### config.mk
export PLATFORM = sky130hd
export DESIGN_NAME = conv_relu_maxpool
export DESIGN_NICKNAME = d
export VERILOG_FILES = /design/src/rtl/cnn_pkg.sv /design/src/rtl/pool_linebuf.sv /design/src/rtl/conv_relu_maxpool.sv
export SDC_FILE = /design/constraint.sdc
export NUM_CORES = 1
export LEC_CHECK = 0
export CORE_ASPECT_RATIO = 1.2
export CORE_MARGIN = 1
export CORE_UTILIZATION = 45
export CTS_BUF_LIST = sky130_fd_sc_hd__clkbuf_4
export DETAILED_ROUTE_END_ITERATION = 8
export SYNTH_ARGS = -nofsm -noshare
export SYNTH_HDL_FRONTEND = slang
export SYNTH_SLANG_ARGS = --single-unit
### constraint.sdc
create_clock -name clk -period 12.1 [get_ports clk]
set_input_delay 1.815 -clock clk [delete_from_list [all_inputs] [get_ports clk]]
set_output_delay 1.815 -clock clk [all_outputs]
set_load 0.02 [all_outputs]
### src/rtl/cnn_pkg.sv
// Shared types and arithmetic helpers for the CNN post-processing stages.
// Helpers work on a 32-bit container; callers sign- or zero-extend their DW-wide data into it.
package cnn_pkg;

  localparam int CNN_DW   = 16;
  localparam int CNN_MAXW = 32;

  typedef enum logic {
    IDLE = 1'b0,
    RUN  = 1'b1
  } state_t;

  // The argument must already be sign-extended to the container width.
  function automatic logic [CNN_MAXW-1:0] relu(input logic [CNN_MAXW-1:0] x);
    return x[CNN_MAXW-1] ? '0 : x;
  endfunction

  function automatic logic [CNN_MAXW-1:0] umax(input logic [CNN_MAXW-1:0] a,
                                               input logic [CNN_MAXW-1:0] b);
    return (a > b) ? a : b;
  endfunction

endpackage

### src/rtl/pool_linebuf.sv
// Half-row line buffer for 2x2 pooling: rows of pair maxima are written on even rows and read back on odd rows.
// The read is asynchronous, so the stored pair is available in the same cycle as the odd-row pixel.
module pool_linebuf #(
  parameter int DEPTH = 32,
  parameter int WIDTH = 32,
  parameter int AW    = (DEPTH > 1) ? $clog2(DEPTH) : 1
) (
  input  logic             clk,
  input  logic             i_we,
  input  logic [AW-1:0]    i_addr,
  input  logic [WIDTH-1:0] i_wdata,
  output logic [WIDTH-1:0] o_rdata
);

  logic [WIDTH-1:0] r_mem [DEPTH];

  always_ff @(posedge clk) begin
    if (i_we) begin
      r_mem[i_addr] <= i_wdata;
    end
  end

  assign o_rdata = r_mem[i_addr];

endmodule

### src/rtl/conv_relu_maxpool.sv
// ReLU followed by 2x2 stride-2 max pooling over two raster-order feature-map streams.
// Emits one pooled pixel, with its linear result address, per odd-row / odd-column input.
module conv_relu_maxpool
  import cnn_pkg::*;
#(
  parameter int IMG_W  = 64,
  parameter int IMG_H  = 64,
  parameter int DW     = CNN_DW,
  parameter int OUT_AW = $clog2((IMG_W / 2) * (IMG_H / 2))
) (
  input  logic              clk,
  input  logic              rst,
  input  logic              start,
  input  logic              in_valid,
  input  logic [DW-1:0]     in_w0,
  input  logic [DW-1:0]     in_w1,
  output logic              out_valid,
  output logic [DW-1:0]     out_w0,
  output logic [DW-1:0]     out_w1,
  output logic [OUT_AW-1:0] out_addr,
  output logic              busy,
  output logic              done
);

  localparam int CW    = (IMG_W > 1) ? $clog2(IMG_W) : 1;
  localparam int RW    = (IMG_H > 1) ? $clog2(IMG_H) : 1;
  localparam int LB_D  = IMG_W / 2;
  localparam int LB_AW = (CW > 1) ? CW - 1 : 1;

  if ((IMG_W % 2) != 0 || (IMG_H % 2) != 0) begin : g_dim_check
    $error("conv_relu_maxpool: IMG_W and IMG_H must both be even");
  end

  function automatic logic [DW-1:0] relu_dw(input logic [DW-1:0] x);
    return DW'(relu(CNN_MAXW'(signed'(x))));
  endfunction

  function automatic logic [DW-1:0] umax_dw(input logic [DW-1:0] a, input logic [DW-1:0] b);
    return DW'(umax(CNN_MAXW'(a), CNN_MAXW'(b)));
  endfunction

  state_t            r_state;
  state_t            w_next;
  logic [CW-1:0]     r_col;
  logic [RW-1:0]     r_row;
  logic [OUT_AW-1:0] r_cnt;
  logic [DW-1:0]     r_h0;
  logic [DW-1:0]     r_h1;

  logic              w_acc;
  logic              w_col_last;
  logic              w_row_last;
  logic              w_pass_end;
  logic              w_odd_col;
  logic              w_odd_row;
  logic [DW-1:0]     w_r0;
  logic [DW-1:0]     w_r1;
  logic [DW-1:0]     w_pair0;
  logic [DW-1:0]     w_pair1;
  logic [DW-1:0]     w_max0;
  logic [DW-1:0]     w_max1;
  logic              w_lb_we;
  logic [LB_AW-1:0]  w_lb_addr;
  logic [2*DW-1:0]   w_lb_rd;

  // A start pulse wins over a coincident pixel, which is dropped.
  assign w_acc      = (r_state == RUN) && in_valid && !start;
  assign w_col_last = (r_col == CW'(IMG_W - 1));
  assign w_row_last = (r_row == RW'(IMG_H - 1));
  assign w_pass_end = w_acc && w_col_last && w_row_last;
  assign w_odd_col  = r_col[0];
  assign w_odd_row  = r_row[0];

  assign w_r0    = relu_dw(in_w0);
  assign w_r1    = relu_dw(in_w1);
  assign w_pair0 = umax_dw(r_h0, w_r0);
  assign w_pair1 = umax_dw(r_h1, w_r1);
  assign w_max0  = umax_dw(w_pair0, w_lb_rd[DW-1:0]);
  assign w_max1  = umax_dw(w_pair1, w_lb_rd[2*DW-1:DW]);

  assign w_lb_we   = w_acc && w_odd_col && !w_odd_row;
  assign w_lb_addr = LB_AW'(r_col >> 1);

  pool_linebuf #(
    .DEPTH (LB_D),
    .WIDTH (2 * DW),
    .AW    (LB_AW)
  ) u_linebuf (
    .clk     (clk),
    .i_we    (w_lb_we),
    .i_addr  (w_lb_addr),
    .i_wdata ({w_pair1, w_pair0}),
    .o_rdata (w_lb_rd)
  );

  always_ff @(posedge clk) begin
    if (rst) begin
      r_state <= IDLE;
    end else begin
      r_state <= w_next;
    end
  end

  always_comb begin
    w_next = r_state;
    busy   = (r_state == RUN);
    if (start) begin
      w_next = RUN;
    end else if (w_pass_end) begin
      w_next = IDLE;
    end
  end

  always_ff @(posedge clk) begin
    if (rst) begin
      r_col     <= '0;
      r_row     <= '0;
      r_cnt     <= '0;
      r_h0      <= '0;
      r_h1      <= '0;
      out_valid <= 1'b0;
      out_w0    <= '0;
      out_w1    <= '0;
      out_addr  <= '0;
      done      <= 1'b0;
    end else begin
      out_valid <= 1'b0;
      done      <= 1'b0;
      if (start) begin
        r_col <= '0;
        r_row <= '0;
        r_cnt <= '0;
      end else if (w_acc) begin
        if (w_col_last) begin
          r_col <= '0;
          r_row <= w_row_last ? '0 : r_row + 1'b1;
        end else begin
          r_col <= r_col + 1'b1;
        end
        if (!w_odd_col) begin
          r_h0 <= w_r0;
          r_h1 <= w_r1;
        end else if (w_odd_row) begin
          out_valid <= 1'b1;
          out_w0    <= w_max0;
          out_w1    <= w_max1;
          out_addr  <= r_cnt;
          r_cnt     <= r_cnt + 1'b1;
          done      <= w_col_last && w_row_last;
        end
      end
    end
  end

endmodule

==> results of run 1 <==
[worst min-delay path: cells and delay by family (launching register included)]
family             cells  cell delay (ns)
DFF                    1             0.31
AOI/OAI and AO/OA      1             0.05
and+or+nand+nor        1             0.05
[stage by stage]
| stage | cells | area (µm²) |
|---|---|---|
| floorplan | 2559 | 42700 |
| global placement | 3805 | 45200 |
| detailed placement | 3805 | 45200 |
| CTS | 4267 | 48400 |
| global route | 4269 | 48400 |
| finish | 4270 | 48500 |
[logic make-up (layout without fill, tap and decap cells)]
kind of cell / Yosys count / after routing / synth area share, %
multiplexers: 390 / 390 / 12.7
AND/OR/NAND/NOR: 476 / 476 / 5.92
adder cells (fa/ha/maj): 63 / 63 / 1.84
other: 1 / 5 / 0.00878
AO/OA/AOI/OAI: 344 / 344 / 4.96
buffers and inverters: 209 / 667 / 2.08
XOR/XNOR: 15 / 15 / 0.307
flip-flops: 1060 / 1060 / 72.1
[worst max-delay path by stage]
stage	end	slack (ns)	depth (start not counted)
floorplan	out_w0[10]$_SDFFE_PP0P_	6.29	19
global placement	out_w1[8]$_SDFFE_PP0P_	4.71	17
detailed placement	out_w1[11]$_SDFFE_PP0P_	4.46	17
CTS	out_w1[11]$_SDFFE_PP0P_	5.70	17
global route	out_w1[11]$_SDFFE_PP0P_	5.16	17
finish	out_w1[11]$_SDFFE_PP0P_	5.53	17
[power by group through the flow]
stage | combinational, µW | sequential, µW | clock (µW)
2_1_floorplan | 92.2 | 4080 | 0
3_5_place_dp | 155 | 4080 | 0
6_report | 156 | 4010 | 2870
4_1_cts | 156 | 4000 | 2940
3_3_place_gp | 148 | 4080 | 0
5_1_grt | 172 | 4000 | 3130
[layout make-up]
| class | count | area, µm² |
|---|---|---|
| multi-input cells | 1290 | 11300 |
| inverters | 66 | 248 |
| flip-flops and latches | 1060 | 30800 |
| well taps | 1250 | 1560 |
| diodes | 3 | 7.51 |
| clock inverters | 69 | 265 |
| fillers | 7843 | 45400 |
| clock buffers | 393 | 2950 |
| repair buffers | 139 | 1260 |
[synthesized netlist by cell type, types with 2 or more instances]
| cell type | number |
|---|---|
| nor3_2 | 2 |
| mux2_2 | 19 |
| nor3_1 | 5 |
| o21ai_1 | 23 |
| a21oi_1 | 129 |
| o21bai_1 | 2 |
| o21ai_0 | 47 |
| a21o_1 | 9 |
| nand3b_1 | 37 |
| nand3_1 | 75 |
| buf_6 | 2 |
| a221o_1 | 2 |
| nor2_1 | 61 |
| nand2b_1 | 5 |
| nand2_1 | 103 |
| dfxtp_1 | 100 |
| inv_1 | 66 |
| clkbuf_1 | 85 |
| buf_4 | 9 |
| a41oi_1 | 2 |
| mux4_2 | 120 |
| and3_1 | 8 |
| o211ai_1 | 3 |
| a22oi_1 | 122 |
| ha_1 | 63 |
| nor2b_1 | 124 |
| xor2_1 | 12 |
| edfxtp_1 | 960 |
| xnor2_1 | 3 |
| buf_2 | 45 |
| mux2_1 | 9 |
| nand4_1 | 44 |
| or3_1 | 3 |
| mux2i_1 | 242 |
| and2_0 | 2 |
[cell usage in the layout (no fill, tap or decap), types with 19 or more instances in the layout]
master	netlist	final
mux2_2	19	19
a21oi_1	129	127
buf_4	9	59
edfxtp_1	960	960
clkdlybuf4s50_1	0	77
mux4_2	120	120
nand4_1	44	44
nor2_4	0	34
nor2b_1	124	121
nand3_1	75	74
dfxtp_1	100	98
nand2_1	103	103
clkbuf_4	0	393
inv_1	66	66
nand3b_1	37	37
nor2_1	61	26
o21ai_1	23	23
a22oi_1	122	122
o21ai_0	47	47
mux2i_1	242	242
clkinv_1	0	56
ha_1	63	63
[registers in the layout, indices dropped and copies added (netlist names), 6 cells and up, named ones only]
| register | count |
|---|---|
| u_linebuf.r_mem | 960 |
| out_w0 | 15 |
| out_w1 | 15 |
| r_h0 | 15 |
| r_h1 | 15 |
| out_addr | 10 |
| r_cnt | 10 |
| r_col | 6 |
| r_row | 6 |
[layer usage]
layer / track usage [%] / part of all wire [%] / wire length [µm]
met5: 0 / 0 / 0
met4: 8.51 / 2.4 / 2680
met3: 5.14 / 7.6 / 8490
met2: 38.2 / 49 / 54800
met1: 30.2 / 41 / 45300
==> results.cfg, run 1 <==
[pwr]
net-switching-power_uw = 1500
p_leak_uw = 0.0154
power_density_mw_per_mm2 = 145
intPower_uw = 5530
pwr-share-comb_pct = 2.2
p_seq_share_pct = 57.0
total_power_uw = 7030
p_sw_share_pct = 21.3
ir_drop_mv = 0.0796
clkPwrFrac_pct = 40.8

[layout]
drive_gt1_share_pct = 21.8
area_delta_synth_final_pct = 13.4
final_util_pct = 51.6
fin_nets = 2934

[route]
firstDrtPassIters = 6
first_iter_violations = 2061
vias = 24265
via_per_inst = 5.68
ant_nets = 0
route.detailed.drc = 0
wl_per_cell_um = 26.1
totalWireLength_um = 111000

[place]
dp_slack_ns = 4.46
place_hpwl_um = 60800
port_buffers = 78
gp_congestion = 0.791

[sta]
hold_viol = 0
hold_slack_ns = 0.461
maxSlewViolCount = 0
finalSetupViolCount = 0
fin_crit_ns = 6.57
final.setup.worst_slack_ns = 5.53
slew_headroom_pct = 17.2
rsz0062_at_grt = false
post-route-period-util_pct = 54.3
fmax_ghz = 0.152
setup_tns_ns = 0
fin_skew_ns = 0.0964
worst_pin_slew_ns = 1.24

[cts]
clk_latency_ns = 1.15
cts_tree = built
cts-root-buf = clkbuf_4
numCtsBuffers = 278
post_cts_buffers = 0
htreeDepth = 5
postCtsHoldBufs = 0
ctsResizeCount = 0
clockBufferDepth = 4
cts_sinks = 1060
clkTransAtPathRegs_ns = 0.06

[global_routing]
grt_max_degree = 131
grt_pass1_vias = 24964
antenna_found_initial = 2
gr-total-overflow = 0
grt_usage_pct = 23.2
grt_pass1_wl_um = 161000

[yosys]
yosysTopAreaCell = edfxtp_1
ys_seq_area_share_pct = 72.1
ys_dominant_reg_cell = edfxtp_1
yosysWarningCount = 0
netlist_area_mm2 = 0.0427
synth_top_cell_area_share_pct = 67.5
syn_avg_cell_area_um2 = 16.7
synth-edff-count = 960
synthTopCellsByArea = edfxtp_1, mux4_2, mux2i_1
synth.distinct_cells = 50
synth-seq-cells = 1060
async_reset_ff_share_pct = 0
synth_cells = 2558

[floorplanning]
coreArea_mm2 = 0.0939
die_w_um = 283
num_rows = 123
io_pins = 81
dieHeight_um = 340
dieArea_mm2 = 0.0962
initial_utilization_pct = 45.5

[worst_setup_path]
crit_fanout = 34
r2r-end = out_w1[11]$_SDFFE_PP0P_
cp_cell_sequence = clkdlybuf4s50_1 > nor2b_1 > inv_1 > ha_1 > nand4_1 > nor3_2 > o21ai_1 > a32oi_2 > mux2_2 > ha_1 > and3_1 > and3_1 > nand3_1 > o21bai_1 > a21oi_2 > o21ai_0 > o21ai_1
crit_buf_inv = 2
cp-start-kind = input pin
worstPathRequired_ns = 13.14
cp-end-kind = flip-flop
critPathLaunch = in_w1[15]
cp_top_family = compound AO/OA/AOI/OAI gates
cp_slowest_stage_delay_ns = 0.92
worst-r2r-cell-count = 15
criticalPathCategory = input pin to flip-flop
critical_path_arrival_ns = 7.61
r2r_slack_ns = 5.97
crit_slowest_cell = a21oi_2

[min_path]
hold_path_class = flip-flop to flip-flop
whs_endpoint = out_addr[3]$_SDFFE_PP0P_
min-delay-start = out_addr[3]$_SDFFE_PP0P_
hold_depth = 2

[run_status]
outcome = finished, final reports clean

[job]
drv_cap = 0
Note: power is estimated with default switching activity, not from simulation.
==> run 2: changes to the inputs <==
==> constraint.sdc (replaced) <==
create_clock -name clk -period 6.18 [get_ports clk]
set_input_delay 0.927 -clock clk [delete_from_list [all_inputs] [get_ports clk]]
set_output_delay 0.927 -clock clk [all_outputs]
set_load 0.02 [all_outputs]
==> results.cfg, run 2 (same netlist as run 1, synthesis figures left out) <==
[run_status]
outcome = finished, final reports clean

[floorplanning]
dieArea_mm2 = 0.0962
die_w_um = 283
dieHeight_um = 340
coreArea_mm2 = 0.0939
num_rows = 123
initial_utilization_pct = 45.5
io_pins = 81

[layout]
most-common-layout-cells = edfxtp_1, clkbuf_4, mux2i_1
drive_gt1_share_pct = 22.8
fillers = 7775
fin_nets = 2974
regArea_mm2 = 0.0308
regMostFlops = u_linebuf.r_mem
layout_commonest_cell = edfxtp_1
layoutNonFillerInstCount = 4305
multi_input_area_mm2 = 0.0113
area_delta_synth_final_pct = 14.5
largest_reg_flops = 960

[cts]
post_cts_buffers = 0
postCtsHoldBufs = 0
htreeDepth = 5
cts_tree = built
cts-root-buf = clkbuf_4
clk_latency_ns = 1.13
numCtsBuffers = 275
clockBufferDepth = 4
clkTransAtPathRegs_ns = 0.07
ctsResizeCount = 0
cts_sinks = 1060

[global_routing]
grt_max_degree = 79
antenna_found_initial = 3
gr-total-overflow = 0
grt_usage_pct = 24.2
grt_pass1_vias = 25252
grt_pass1_wl_um = 167000

[route]
first_iter_violations = 2251
vias = 24614
route.detailed.drc = 0
wl_per_cell_um = 27.1
via_per_inst = 5.72
totalWireLength_um = 117000
firstDrtPassIters = 5
ant_nets = 0

[place]
dp.cells = 3848
port_buffers = 78
gp_congestion = 0.839
place_hpwl_um = 69300
dp_slack_ns = 0.128

[worst_setup_path]
critical_path_arrival_ns = 6.04
crit_fanout = 34
worstPathRequired_ns = 7.20
cp_slowest_stage_delay_ns = 0.74
cp_top_family = compound AO/OA/AOI/OAI gates
crit_slowest_cell = clkdlybuf4s50_1
cp-end-kind = flip-flop
crit_buf_inv = 3
critPathLaunch = in_w1[15]
r2r_slack_ns = 1.69
cp-start-kind = input pin
cp_cell_sequence = clkdlybuf4s50_1 > nor2b_1 > inv_1 > ha_1 > nand3_1 > nor3_2 > o21ai_1 > a32oi_2 > mux2_2 > ha_1 > and3_1 > and3_1 > nand3_1 > o21bai_1 > a21oi_2 > buf_4 > o21ai_0 > o21ai_0
criticalPathCategory = input pin to flip-flop

[sta]
finalSetupViolCount = 0
setup_tns_ns = 0
worst_pin_slew_ns = 1.08
post-route-period-util_pct = 81.2
fmax_ghz = 0.199
slew_headroom_pct = 27.8
final.setup.worst_slack_ns = 1.16
fin_crit_ns = 5.02
rsz0062_at_grt = false
fin_skew_ns = 0.0842
maxSlewViolCount = 0
hold_viol = 0

[min_path]
hold_path_class = flip-flop to flip-flop
min-delay-start = out_addr[2]$_SDFFE_PP0P_

[pwr]
ir_drop_mv = 0.138
power_density_mw_per_mm2 = 285
p_leak_uw = 0.0157

[job]
drv_cap = 0
run 2: layout make-up:
cell class / instances / area share, %
flip-flops and latches: 1060 / 63.0
multi-input cells: 1290 / 23.1
clock buffers: 379 / 5.81
repair buffers: 182 / 3.39
well taps: 1250 / 3.20
clock inverters: 77 / 0.936
inverters: 66 / 0.506
diodes: 1 / 0.00511
run 2: per-stage QoR:
step	power [µW]	instance area (µm²)	hold slack, ns	util [%]
3_5_place_dp	8320	45600	0.450	48.6
2_1_floorplan	8180	42700	0.444	-
4_1_cts	14100	48900	0.355	52.1
5_1_grt	14500	48900	0.455	52.1
3_3_place_gp	8300	45600	0.449	48.6
6_report	14000	48900	0.462	52.1
run 2: worst paths after layout:
check                                           endpoint  cells past startpoint
worst max register to register    out_w1[9]$_SDFFE_PP0P_                     16
worst min-delay path            out_addr[2]$_SDFFE_PP0P_                      2
worst min register to register  out_addr[2]$_SDFFE_PP0P_                      2
worst max-delay path              out_w1[9]$_SDFFE_PP0P_                     18
run 2: power by group:
part           switching (µW)  total (µW)  internal [µW]  leakage [µW]
logic                     230         323           92.4       0.00411
clock network            2720        5790           3080       0.00198
registers                3.67        7840           7840       0.00961
run 2: layer usage:
layer / vias to the layer above / share of wire (%) / global-route usage, %
li1: 10817 / - / -
met1: 12484 / 39 / 30.1
met2: 1100 / 49 / 39.7
met3: 213 / 8.5 / 6.85
met4: 0 / 3.4 / 10.4
met5: - / 0 / 0
run 2: worst register-to-register path: stages (launching register included):
cell      delay (ns)
dfxtp_4         0.85
buf_4           0.47
buf_4           0.36
mux2i_1         0.12
a22oi_1         0.20
nand3_1         0.14
nand4_1         0.25
inv_1           0.07
ha_1            0.30
and3_1          0.17
and3_1          0.19
nand3_1         0.14
o21bai_1        0.22
a21oi_2         0.33
buf_4           0.30
o21ai_0         0.11
o21ai_0         0.19
==> run 3: changes to the inputs <==
==> constraint.sdc (replaced) <==
create_clock -name clk -period 4.3 [get_ports clk]
set_input_delay 0.645 -clock clk [delete_from_list [all_inputs] [get_ports clk]]
set_output_delay 0.645 -clock clk [all_outputs]
set_load 0.02 [all_outputs]
==> results.cfg, run 3 (same netlist as run 1, synthesis figures left out) <==
[route]
vias = 24955
first_iter_violations = 2257
route.detailed.drc = 0
via_per_inst = 5.68
totalWireLength_um = 113000
firstDrtPassIters = 5
wl_per_cell_um = 25.7
ant_nets = 0

[sta]
post-route-period-util_pct = 92.9
fin_skew_ns = 0.112
fin_crit_ns = 3.99
hold_slack_ns = 0.162
maxSlewViolCount = 0
hold_viol = 0
final.setup.worst_slack_ns = 0.307
slew_headroom_pct = 40.5
worst_pin_slew_ns = 0.893
fmax_ghz = 0.250
rsz0062_at_grt = false
finalSetupViolCount = 0

[place]
dp_slack_ns = -0.546
gp_congestion = 0.808
placed_area_mm2 = 0.0466
port_buffers = 78
place_hpwl_um = 68100

[pwr]
clkPwrFrac_pct = 41.7
p_leak_uw = 0.0162
p_seq_share_pct = 55.7
pwr-share-comb_pct = 2.6
net-switching-power_uw = 4250
ir_drop_mv = 0.263
intPower_uw = 16000
p_sw_share_pct = 21.0
power_density_mw_per_mm2 = 404
total_power_uw = 20200

[floorplanning]
coreArea_mm2 = 0.0939
num_rows = 123
die_w_um = 283
initial_utilization_pct = 45.5
io_pins = 81
dieHeight_um = 340
dieArea_mm2 = 0.0962

[layout]
multi_input_area_mm2 = 0.0113
regArea_mm2 = 0.0308
fin_nets = 3057
fillers = 7669
final_util_pct = 53.2
largest_reg_flops = 960
drive_gt1_share_pct = 25.1
most-common-layout-cells = edfxtp_1, clkbuf_4, mux2i_1
layout_commonest_cell = edfxtp_1
area_delta_synth_final_pct = 17.0
final_area_mm2 = 0.0500
regMostFlops = u_linebuf.r_mem

[worst_setup_path]
critical_path_arrival_ns = 4.96
cp-end-kind = flip-flop
cp-start-kind = flip-flop
cp_cell_sequence = buf_12 > nor2b_4 > buf_4 > a22oi_1 > nand3_1 > nand4_1 > inv_1 > ha_1 > a21oi_1 > o21ai_0 > o21bai_1 > a21oi_2 > buf_12 > o21ai_0 > o21ai_1
crit_fanout = 30
r2r_slack_ns = 0.31
cp_slowest_stage_delay_ns = 0.54
crit_slowest_cell = nor2b_4
r2r-end = out_w1[2]$_SDFFE_PP0P_
criticalPathCategory = flip-flop to flip-flop
worstPathRequired_ns = 5.26
worst-r2r-cell-count = 15

[cts]
numCtsBuffers = 278
postCtsHoldBufs = 0
cts-root-buf = clkbuf_4
htreeDepth = 5
cts_tree = built
cts_sinks = 1060
ctsResizeCount = 0
clkTransAtPathRegs_ns = 0.07
post_cts_buffers = 0
clk_latency_ns = 1.12
clockBufferDepth = 4

[global_routing]
gr-total-overflow = 0
grt_pass1_vias = 25748
grt_max_degree = 58
grt_usage_pct = 23.6
grt_pass1_wl_um = 165000
antenna_found_initial = 4

[run_status]
outcome = finished, final reports clean

[min_path]
hold_depth = 2
whs_endpoint = out_addr[0]$_SDFFE_PP0P_
min-delay-start = rst
hold_path_class = input pin to flip-flop

[job]
drv_cap = 0
-- run 3: cell types whose count changed in the layout (fill, tap and decap cells not counted), moves of 4 or more --
| cell | before | now |
|---|---|---|
| buf_12 | 8 | 38 |
| buf_4 | 96 | 146 |
| clkbuf_4 | 379 | 390 |
| clkinv_1 | 56 | 52 |
| clkinv_2 | 9 | 5 |
| mux2_1 | 9 | 5 |
| mux2_4 | 0 | 5 |
-- run 3: critical path: cells and delay by family, from the launching register on --
kind | cells | cell delay (ns)
simple gates | 3 | 1.11
buf+inv | 4 | 1.01
compound gates | 7 | 1.01
flops | 1 | 0.40
fa+ha+maj | 1 | 0.25
-- run 3: metrics by stage --
stage	TNS, ns	cells
after floorplan	0	2559
after global placement	-10.15	3928
after detailed placement	-14.36	3928
after CTS	0	4389
after global routing	0	4392
final	0	4393
-- run 3: worst max-delay path by stage --
stage,to,slack [ns]
detailed placement,out_w0[12]$_SDFFE_PP0P_,-0.55
global placement,out_w0[2]$_SDFFE_PP0P_,-0.42
floorplan,out_w1[6]$_SDFFE_PP0P_,0.02
finish,out_w1[2]$_SDFFE_PP0P_,0.31
CTS,out_w1[2]$_SDFFE_PP0P_,0.29
global route,out_w0[12]$_SDFFE_PP0P_,0.06
-- run 3: metal layers --
metal / vias up / routed length (µm) / track usage, %
li1: 10980 / - / -
met1: 12847 / 46900 / 31.2
met2: 979 / 55700 / 39.0
met3: 147 / 8000 / 5.04
met4: 2 / 2300 / 7.33
met5: - / 13 / 0
-- run 3: power groups by stage --
stage,sequential [µW],clock [µW],combinational (µW)
6_report,11300,8430,522
5_1_grt,11300,9120,570
3_3_place_gp,11500,0,498
3_5_place_dp,11500,0,523
2_1_floorplan,11500,0,264
4_1_cts,11300,8630,524
-- run 3: cell type report --
class,count,share of cell area [%]
diodes,4,0.0200
clock buffers,390,5.86
clock inverters,71,0.861
inverters,66,0.496
multi-input cells,1290,22.7
flip-flops and latches,1060,61.7
well taps,1250,3.13
repair buffers,262,5.27
==> variant: new RTL, settings of run 3 <==
`IMG_W`: 64 -> 128.
--- a/src/rtl/conv_relu_maxpool.sv
+++ b/src/rtl/conv_relu_maxpool.sv
@@ -3,7 +3,7 @@
 module conv_relu_maxpool
   import cnn_pkg::*;
 #(
-  parameter int IMG_W  = 64,
+  parameter int IMG_W  = 128,
   parameter int IMG_H  = 64,
   parameter int DW     = CNN_DW,
   parameter int OUT_AW = $clog2((IMG_W / 2) * (IMG_H / 2))
Ports: changed (resized out_addr); port bits go from 81 to 82. The function was not compared with the original's and may differ.
==> variant against run 3 <==
- routed wire length increased by 100%
- non-clock buffer count rose by 436
- core utilization up 1.2 points
- sequential cell count is 964 higher
- combinational power rose by 67%
- cell area is 90% higher
- the flow now finishes with violations (antenna violations, negative setup slack)
- critical path type unchanged
- worst setup slack worse by 0.34 ns
- synthesized area up 86%
- power rose by 86%
==> variant: results (changes against run 3) <==
[run_status] status finished, violations left [was finished, final reports clean]
[run_status] violations in the final reports antenna violations, negative setup slack
[logic_synthesis] top area cells in the synthesized netlist edfxtp_1 73%, mux4_2 14%, dfxtp_1 2.6% [was edfxtp_1 67%, mux4_2 6.3%, mux2i_1 5.7%]
[grt] initial antenna violation count 5 [was 4]
[timing] transition time of the tightest slew-check pin 1.10 ns [was 0.893 ns]
[grt] aggregate global-route resource usage 25.4% [was 23.6%]
[power_and_ir_drop] static power due to leakage 30.8 nW [was 16.2 nW]
[drt] post-route antenna net violation count 1 [was 0]
[grt] wire length of the first global-routing pass 317000 um [was 165000 um]
[final_layout] CLK BUF 684 [was 390]
[logic_synthesis] flop and latch count out of synthesis 2024 [was 1060]
[setup_path] Max FO, Critical Path 5 [was 30]
[grt] met1 Use GR 32.1% [was 31.2%]
[grt] met3 track demand over resource in global routing 5.18% [was 5.04%]
[setup_path] Buffers & Inverters on Critical Path 6 [was 4]
[grt] Global Route met2 Usage 42.7% [was 39.0%]
[clocking] hold-fix buffers at CTS 25 [was 0]
[drt] total length of routed met2 wires 113000 um [was 55700 um]
[drt] wirelength, routed 226000 um [was 113000 um]
[logic_synthesis] share of the yosys chip area belonging to registers 75.3% [was 72.1%]
[placement] input/output buffers 79 [was 78]
[final_layout] Seq area share 62.8% [was 61.7%]
[placement] routability congestion estimate 0.888 [was 0.808]
[logic_synthesis] unique cell type count in the Yosys netlist 67 [was 50]
[clocking] buffers inserted by post-CTS timing repair 35 [was 0]
[clocking] number of cells upsized or downsized after cts 47 [was 0]
[logic_synthesis] ranking of synthesized cells by instance count 1920 x edfxtp_1, 483 x mux4_2, 169 x nor2_1 [was 960 x edfxtp_1, 242 x mux2i_1, 129 x a21oi_1]
[logic_synthesis] synthesized-area fraction occupied by xor and xnor cells 0.144% [was 0.307%]
[drt] average via count per standard cell 5.86 [was 5.68]
[final_layout] number of fill cells in the layout 13.7k [was 7669]
[final_layout] relative area of non-clock buffer cells in the final design 7.31% [was 5.27%]
[timing] endpoints failing setup 8 [was 0]
[timing] least setup slack across all paths after layout -0.0381 ns [was 0.307 ns]
variant: cell types whose count changed after synthesis, sizes merged, moves of 28 or more:
| cell | before | now |
|---|---|---|
| o221ai | 0 | 41 |
| nand3 | 75 | 24 |
| a22oi | 122 | 86 |
| mux4 | 120 | 483 |
| mux2i | 242 | 62 |
| nor2b | 124 | 14 |
| nor2 | 61 | 169 |
| nand2b | 5 | 33 |
| buf | 57 | 134 |
| edfxtp | 960 | 1920 |
variant: final timing paths:
check,slack [ns],cells past startpoint,to,startpoint
hold / removal,0.15,6,r_h1[2],in_w1[2]
hold reg to reg,0.45,2,out_addr[6],out_addr[6]
setup / recovery,-0.04,18,out_w0[5],register
setup reg to reg,-0.04,18,out_w0[5],register
variant: power by group:
| group | switching (mW) | total, mW | internal [mW] |
|---|---|---|---|
| Sequential | 0.00776 | 21.6 | 21.6 |
| Clock | 7.48 | 15.0 | 7.55 |
| Combinational | 0.638 | 0.872 | 0.234 |
